===== src/rtl/fetch_pkg.sv =====
// Shared types and encodings for the instruction fetch controller.
// Holds the FSM state enum, redirect selector codes and the default PC width.
// No logic; imported by fetch_ctrl and fetch_target.
package fetch_pkg;

  localparam int XLEN_DEFAULT = 64;

  typedef enum logic [2:0] {
    ST_IDLE,
    ST_REQ,
    ST_WAIT,
    ST_HOLD,
    ST_DRAIN,
    ST_HALT
  } state_t;

  localparam logic [1:0] SEL_NONE   = 2'b00;
  localparam logic [1:0] SEL_BRANCH = 2'b01;
  localparam logic [1:0] SEL_JALR   = 2'b10;
  localparam logic [1:0] SEL_JAL    = 2'b11;

endpackage


===== src/rtl/fetch_target.sv =====
// Redirect target computation: branch/JAL/JALR next-PC plus misalignment flag.
// Purely combinational, zero latency.
// No flow control; the caller qualifies the result with redirect_valid.
module fetch_target
  import fetch_pkg::*;
#(
  parameter int XLEN = XLEN_DEFAULT
) (
  input  logic [1:0]      redirect_sel,
  input  logic            redirect_taken,
  input  logic [XLEN-1:0] redirect_base,
  input  logic [XLEN-1:0] redirect_off,
  input  logic [XLEN-1:0] redirect_reg,
  output logic [XLEN-1:0] target,
  output logic            misalign
);

  // Select the next PC; all adds wrap modulo 2^XLEN.
  always_comb begin
    target = redirect_base + XLEN'(4);
    case (redirect_sel)
      SEL_BRANCH: target = redirect_taken ? (redirect_base + redirect_off)
                                          : (redirect_base + XLEN'(4));
      SEL_JAL:    target = redirect_base + redirect_off;
      SEL_JALR:   target = redirect_reg & ~XLEN'(1);
      default:    target = redirect_base + XLEN'(4);
    endcase
    misalign = (target[1:0] != 2'b00);
  end

endmodule


===== src/rtl/fetch_ctrl.sv =====
// Instruction fetch controller: one outstanding imem request, redirect handling, decode handoff.
// Latency: request accept to inst_valid is imem response latency + 1 cycle.
// Backpressure: instruction held stable while inst_ready is low; no new request is issued until it is taken.
module fetch_ctrl
  import fetch_pkg::*;
#(
  parameter int              XLEN     = XLEN_DEFAULT,
  parameter logic [XLEN-1:0] RESET_PC = '0
) (
  input  logic            clk,
  input  logic            rst,
  input  logic            redirect_valid,
  input  logic [1:0]      redirect_sel,
  input  logic            redirect_taken,
  input  logic [XLEN-1:0] redirect_base,
  input  logic [XLEN-1:0] redirect_off,
  input  logic [XLEN-1:0] redirect_reg,
  output logic            imem_req_valid,
  input  logic            imem_req_ready,
  output logic [XLEN-1:0] imem_req_addr,
  input  logic            imem_rsp_valid,
  input  logic [31:0]     imem_rsp_data,
  output logic            inst_valid,
  input  logic            inst_ready,
  output logic [31:0]     inst,
  output logic [XLEN-1:0] inst_pc,
  output logic [XLEN-1:0] inst_pc4,
  output logic            misalign_err
);

  state_t          state, state_nxt;
  logic [XLEN-1:0] pc, pc_nxt;
  logic [XLEN-1:0] fetch_pc;
  logic [XLEN-1:0] target;
  logic            target_misalign;
  logic            misalign_nxt;
  logic            latch_fetch;
  logic            capture;
  logic            redir;
  logic            req_fire;

  fetch_target #(.XLEN(XLEN)) u_target (
    .redirect_sel   (redirect_sel),
    .redirect_taken (redirect_taken),
    .redirect_base  (redirect_base),
    .redirect_off   (redirect_off),
    .redirect_reg   (redirect_reg),
    .target         (target),
    .misalign       (target_misalign)
  );

  // Redirects only count while the fetch engine is live.
  assign redir = redirect_valid && (redirect_sel != SEL_NONE)
                 && (state != ST_IDLE) && (state != ST_HALT);
  assign req_fire      = imem_req_valid && imem_req_ready;
  assign imem_req_addr = pc;

  // State, PC and handoff registers.
  always_ff @(posedge clk) begin
    if (rst) begin
      state        <= ST_IDLE;
      pc           <= RESET_PC;
      fetch_pc     <= '0;
      inst         <= '0;
      inst_pc      <= '0;
      inst_pc4     <= '0;
      misalign_err <= 1'b0;
    end else begin
      state        <= state_nxt;
      pc           <= pc_nxt;
      misalign_err <= misalign_nxt;
      if (latch_fetch) fetch_pc <= pc;
      if (capture) begin
        inst     <= imem_rsp_data;
        inst_pc  <= fetch_pc;
        inst_pc4 <= fetch_pc + XLEN'(4);
      end
    end
  end

  // Next-state, next-PC and Moore outputs.
  always_comb begin
    state_nxt      = state;
    pc_nxt         = pc;
    misalign_nxt   = 1'b0;
    latch_fetch    = 1'b0;
    capture        = 1'b0;
    imem_req_valid = (state == ST_REQ);
    inst_valid     = (state == ST_HOLD);

    case (state)
      ST_IDLE: state_nxt = ST_REQ;

      ST_REQ: begin
        if (req_fire) latch_fetch = 1'b1;
        if (redir) begin
          // An accepted request is now stale; its response must be drained.
          pc_nxt    = target;
          state_nxt = req_fire ? ST_DRAIN : ST_REQ;
        end else if (req_fire) begin
          state_nxt = ST_WAIT;
        end
      end

      ST_WAIT: begin
        if (redir) begin
          // A response arriving this same cycle is the stale one: drop it here.
          pc_nxt    = target;
          state_nxt = imem_rsp_valid ? ST_REQ : ST_DRAIN;
        end else if (imem_rsp_valid) begin
          capture   = 1'b1;
          state_nxt = ST_HOLD;
        end
      end

      ST_HOLD: begin
        if (redir) begin
          pc_nxt    = target;
          state_nxt = ST_REQ;
        end else if (inst_ready) begin
          pc_nxt    = inst_pc4;
          state_nxt = ST_REQ;
        end
      end

      ST_DRAIN: begin
        if (redir) begin
          // Leave DRAIN if the stale response lands in the same cycle,
          // otherwise we would wait for a response that never comes.
          pc_nxt    = target;
          state_nxt = imem_rsp_valid ? ST_REQ : ST_DRAIN;
        end else if (imem_rsp_valid) begin
          state_nxt = ST_REQ;
        end
      end

      ST_HALT: state_nxt = ST_HALT;

      default: state_nxt = ST_IDLE;
    endcase

    // A misaligned target freezes the PC and parks the engine until reset.
    if (redir && target_misalign) begin
      pc_nxt       = pc;
      state_nxt    = ST_HALT;
      misalign_nxt = 1'b1;
      capture      = 1'b0;
    end
  end

endmodule


===== config.mk =====
export PLATFORM = sky130hd
export DESIGN_NAME = fetch_ctrl
export DESIGN_NICKNAME = d
export VERILOG_FILES = /design/src/rtl/fetch_pkg.sv /design/src/rtl/fetch_target.sv /design/src/rtl/fetch_ctrl.sv
export SDC_FILE = /design/constraint.sdc
export NUM_CORES = 1
export LEC_CHECK = 0
export ABC_AREA = 1
export BUFFER_PORTS_ARGS = -buffer_cell sky130_fd_sc_hd__clkbuf_2
export CORE_UTILIZATION = 50
export DETAILED_ROUTE_END_ITERATION = 10
export PLACE_DENSITY = 0.74
export SLEW_MARGIN = 20
export SYNTH_ARGS = -nofsm -noshare
export SYNTH_HDL_FRONTEND = slang
export SYNTH_SLANG_ARGS = --single-unit

===== constraint.sdc =====
create_clock -name clk -period 6.3 [get_ports clk]
set_input_delay 0.315 -clock clk [delete_from_list [all_inputs] [get_ports clk]]
set_output_delay 0.315 -clock clk [all_outputs]
set_load 0.005 [all_outputs]

==> impl_metrics.ini, run 1 <==
[outcome]
outcome = complete, no violations

[finish]
drive_gt1_share_pct = 13.8
synthToLayoutAreaGrowth_pct = 17.0
final_core_util_pct = 59.8
final_nets = 4483
layout_common_cells = nand2_1, nor2_1, inv_1
fillers = 4468
final_common_cell = nand2_1

[cts]
htreeDepth = 1
cts_buffer_depth = 3
cts-buffers-inserted = 27
cts_sinks = 290
cts.hold.buffers_added = 8
post-cts-setup-buffer-count = 0
cts_tree = done
clk_latency_ns = 0.54
cts_root_buf = clkbuf_16
clk_pin_slew_ns = 0.07
cts-resized-gates = 0

[sta]
tightestPinTransition_ns = 1.13
setup_viol = 0
timing.final.crit_share_pct = 49.8
final_hold_viol_count = 0
fin_crit_ns = 3.13
slew_headroom_pct = 24.2
hold_ws_ns = 0.00558
worst_slack_ns = 3.17
tns_ns = 0
fmax_mhz = 319
grt_setup_unrepaired = no
clock_skew_ns = 0.0149
final-max-slew-violation-count = 0

[die]
die_h_um = 210
io_pins = 460
die_w_um = 210
die-area_mm2 = 0.0441
core_area_mm2 = 0.0423
initial_utilization_pct = 51.1
row_count = 75

[detailed_routing]
routed_wirelength_um = 90200
avgViaCountPerCell = 5.43
avgRoutedWirePerCell_um = 18.9
drt_iter0_drc = 2633
postRouteAntennaNets = 0
route.vias.total = 25966
drc = 0
first_pass_iters = 6

[power]
finalPower_w = 0.00758
total_leakage_power_nw = 12.8
p_per_area_mw_per_mm2 = 300
ir_worst_vdd_mv = 0.244

[logic_synthesis]
syn_nets = 4102
yosysSeqAreaShare_pct = 26.9
synth_edf_count = 0
synth.avg_cell_area_um2 = 5.69
ys_warn_count = 0
async_flop_share_pct = 0
netlist_area_mm2 = 0.0216
synthFlopType = dfxtp_1
synth_cell_types = 52
ys_seq_elements = 290
syn_inst = 3803

[flow_run]
cap_violations = 0

[setup_path]
worst_setup_path_start_kind = primary input
cp.arrival_ns = 3.54
worstPathRequired_ns = 6.70
cp_max_fo = 82
crit_type = primary input to flop
cp_cell_sequence = clkbuf_2 > nor2_4 > inv_2 > nand3_2 > inv_2 > a21oi_1 > o21ai_4 > buf_4 > inv_2 > o21ai_0 > o21a_1 > nor2_1
path_common_cell = inv_2
end_kind = flop
cpPeakStageDelay_ns = 0.73
cp_slowest_cell = inv_2

[worst_hold_path]
min_path_type = primary input to flop

[placement]
gp_congestion = 0.992
io_buffers = 458
place_hpwl_um = 72100
place_ws_ns = 2.65

[grt]
grt_pass1_wl_um = 136000
grt_pass1_vias = 23723
grt_usage_pct = 39.9
grt_antenna_before_repair = 2
grt-ovfl-total = 0
grt_max_degree = 148
[Yosys cell counts, types with 7 or more instances]
| cell | number | area (um^2) |
|---|---|---|
| nand2_1 | 1203 | 4520 |
| nor2_1 | 549 | 2060 |
| inv_1 | 518 | 1940 |
| dfxtp_1 | 290 | 5810 |
| a21oi_1 | 256 | 1280 |
| o21ai_0 | 232 | 1160 |
| nand3_1 | 169 | 846 |
| nor3_1 | 97 | 485 |
| clkbuf_1 | 88 | 330 |
| ha_1 | 65 | 813 |
| nand4_1 | 54 | 338 |
| xor2_1 | 36 | 315 |
| buf_2 | 25 | 125 |
| xnor2_1 | 25 | 219 |
| a211oi_1 | 23 | 173 |
| a31oi_1 | 18 | 113 |
| o211ai_1 | 15 | 113 |
| nand3b_1 | 13 | 97.6 |
| buf_1 | 11 | 41.3 |
| inv_2 | 11 | 41.3 |
| nor4_1 | 11 | 68.8 |
| o21ai_1 | 10 | 50.1 |
| or2_2 | 10 | 62.6 |
| nor2_4 | 8 | 90.1 |
| buf_4 | 7 | 52.6 |
| nand2_2 | 7 | 43.8 |
[path summary, 6_finish.rpt]
check / slack [ns] / depth (start not counted) / startpoint / endpoint
hold / removal: 0.006 / 3 / imem_rsp_data[3] / inst[3]
hold reg to reg: 0.46 / 2 / inst_pc[54] / inst_pc[54]
setup reg to reg: 3.28 / 11 / state[0] / imem_req_addr[18]
setup / recovery: 3.17 / 12 / redirect_sel[0] / imem_req_addr[18]
[per-layer routing]
layer	vias to the layer above	global-route usage, %	routed length [um]
met2	1251	63.7	39800
met4	0	24.1	5840
met5	-	0	0
li1	12816	-	-
met3	241	3.93	7270
met1	11658	52.2	37300
[logic make-up (layout without fill, tap and decap cells)]
logic type	Yosys count	in the layout	synth area share, %
XOR/XNOR	61	61	2.47
buffers and inverters	662	1063	11.8
AND/OR/NAND/NOR	2143	2143	40.7
other	0	3	0
adder cells (fa/ha/maj)	66	66	3.85
flip-flops	290	290	26.9
AO/OA/AOI/OAI	581	581	14.4
[flip-flops by register name, indices dropped and copies added (netlist names)]
name,flops
inst_pc,64
misalign_err,1
imem_req_addr,64
state,3
inst,32
inst_pc4,62
fetch_pc,64
[through the flow]
step / instances / cell area, um^2
after global placement: 4724 / 24300
final: 4784 / 25300
after CTS: 4781 / 25300
after global routing: 4783 / 25300
after detailed placement: 4724 / 24300
after floorplan: 3803 / 21600
[where the power goes]
part           leakage [nW]  internal [W]  switching, W
clock                 0.465       0.00101      0.000727
sequential             2.36       0.00224      0.000395
combinational          9.97       0.00102       0.00218
total                  12.8       0.00428       0.00330
[layout make-up]
cell class | count | area, um^2 | share of cell area [%]
multi-input combinational | 2851 | 13300 | 52.6
sequential | 290 | 5810 | 22.9
timing repair buffer | 483 | 2530 | 9.99
inverter | 531 | 2000 | 7.89
clock buffer | 38 | 797 | 3.15
tap | 577 | 722 | 2.85
clock inverter | 11 | 148 | 0.584
antenna | 3 | 7.51 | 0.0297
[worst max-delay path, delay by kind of cell]
kind                   cells  cell delay (ns)
buffers and inverters      5             2.19
AOI/OAI and AO/OA          4             0.58
and+or+nand+nor            3             0.40
(Power assumes the default switching activity.)
==> run 2, diff against run 1 <==
PLACE_DENSITY = 0.77   (was 0.74)
clock period = 2.8 ns   (was 6.3 ns; I/O delays follow)
==> impl_metrics.ini, run 2 (synthesis results as in run 1) <==
[cts]
cts_root_buf = clkbuf_16
post-cts-setup-buffer-count = 0
clk_latency_ns = 0.55
clk_pin_slew_ns = 0.07
htreeDepth = 1
cts_buffer_depth = 3
cts_sinks = 290
cts_tree = done
cts-resized-gates = 0
cts-buffers-inserted = 26

[detailed_routing]
first_pass_iters = 7
avgViaCountPerCell = 5.46
routed_wirelength_um = 90300
route.vias.total = 26455
avgRoutedWirePerCell_um = 18.6
drc = 0
postRouteAntennaNets = 0
drt_iter0_drc = 2641

[finish]
final_common_cell = nand2_1
final_core_util_pct = 61.1
layout_common_cells = nand2_1, nor2_1, inv_1
fillers = 4376
final_nets = 4549
multi_input_area_mm2 = 0.0133
finalNonFillerCells = 4847
drive_gt1_share_pct = 14.6
seqCellArea_mm2 = 0.00581
synthToLayoutAreaGrowth_pct = 19.6

[grt]
grt_pass1_vias = 24005
grt-ovfl-total = 0
grt_max_degree = 134
grt_antenna_before_repair = 4
grt_pass1_wl_um = 135000
grt_usage_pct = 39.5

[sta]
worst_slack_ns = 0.192
fmax_mhz = 383
tns_ns = 0
slew_headroom_pct = 49.5
clock_skew_ns = 0.0208
hold_ws_ns = 0.0230
setup_viol = 0
tightestPinTransition_ns = 0.752
grt_setup_unrepaired = no
final-max-slew-violation-count = 0
fin_crit_ns = 2.61
final_hold_viol_count = 0
timing.final.crit_share_pct = 93.1

[die]
die_w_um = 210
die_h_um = 210
core_area_mm2 = 0.0423
row_count = 75
io_pins = 460
die-area_mm2 = 0.0441
initial_utilization_pct = 51.1

[power]
ir_worst_vdd_mv = 0.605
p_per_area_mw_per_mm2 = 661
total_leakage_power_nw = 13.1

[placement]
gp_congestion = 1.03
dp.cells = 4767
place_ws_ns = 0.158
place_hpwl_um = 72000
io_buffers = 458

[setup_path]
path_buf_inv = 1
cp_max_fo = 5
cp_top_family = simple AND/OR/NAND/NOR gates
worstPathRequired_ns = 3.26
cpPeakStageDelay_ns = 0.47
cp_slowest_cell = dfxtp_1
crit_type = flop to flop
worst_setup_path_start_kind = flop
cp.arrival_ns = 3.07
cp_cell_sequence = nand2_1 > nor3_1 > nand2_1 > nor2_1 > nand2_1 > nor4_1 > buf_4 > xor2_1 > nand2_1 > a21oi_1
end_kind = flop
path_common_cell = nand2_1

[flow_run]
cap_violations = 0

[worst_hold_path]
min_path_type = primary input to flop

[outcome]
outcome = complete, no violations
[run 2: cell count changes in the layout (fill, tap and decap cells not counted), moves of 2 or more]
cell           change
buf_12             +6
buf_4             +37
clkbuf_1           -2
clkbuf_8           -2
clkinv_2           +2
clkinv_4           -2
dlygate4sd3_1     +24
[run 2: cell type report]
class / count / area share, %
clock inverters: 10 / 0.430
clock buffers: 34 / 2.95
repair buffers: 550 / 12.2
diodes: 4 / 0.0387
inverters: 531 / 7.72
flip-flops and latches: 290 / 22.4
well taps: 577 / 2.79
multi-input cells: 2851 / 51.4
[run 2: metal layers]
layer  global-route usage, %  vias up  share of wire [%]
met4                    21.4        0                5.5
met3                    4.19      232                8.9
li1                        -    12949                  -
met2                    64.8     1417                 45
met1                    51.1    11857                 41
met5                       0        -                  0
[run 2: timing repair]
action	in CTS	in global routing
hold buffers	32	0
endpoints found under the setup margin	0	0
endpoints found under the hold margin	32	0
[run 2: final timing paths]
check / startpoint / slack (ns) / to / depth (start not counted)
hold reg to reg: inst_pc[54] / 0.46 / inst_pc[54] / 2
hold / removal: redirect_reg[32] / 0.02 / imem_req_addr[32] / 5
setup reg to reg: fetch_pc[21] / 0.19 / inst_pc4[54] / 10
setup / recovery: fetch_pc[21] / 0.19 / inst_pc4[54] / 10
[run 2: worst reg2reg max path, cell delays in order (launching register included)]
cell and delay [ns]:
dfxtp_1 0.47, nand2_1 0.13, nor3_1 0.22, nand2_1 0.20, nor2_1 0.30, nand2_1 0.25, nor4_1 0.40, buf_4 0.19
xor2_1 0.15, nand2_1 0.07, a21oi_1 0.13
[run 2: through the flow]
stage | power [W] | area (um^2)
2_1_floorplan | 0.0102 | 21600
3_3_place_gp | 0.0131 | 24700
3_5_place_dp | 0.0132 | 24700
4_1_cts | 0.0169 | 25900
5_1_grt | 0.0181 | 25900
6_report | 0.0171 | 25900
[run 2: report_power, final]
| part | total (W) | internal (W) | switching [W] |
|---|---|---|---|
| clock | 0.00369 | 0.00210 | 0.00159 |
| combinational | 0.00746 | 0.00251 | 0.00495 |
| sequential | 0.00594 | 0.00505 | 0.000888 |
| total | 0.0171 | 0.00966 | 0.00743 |
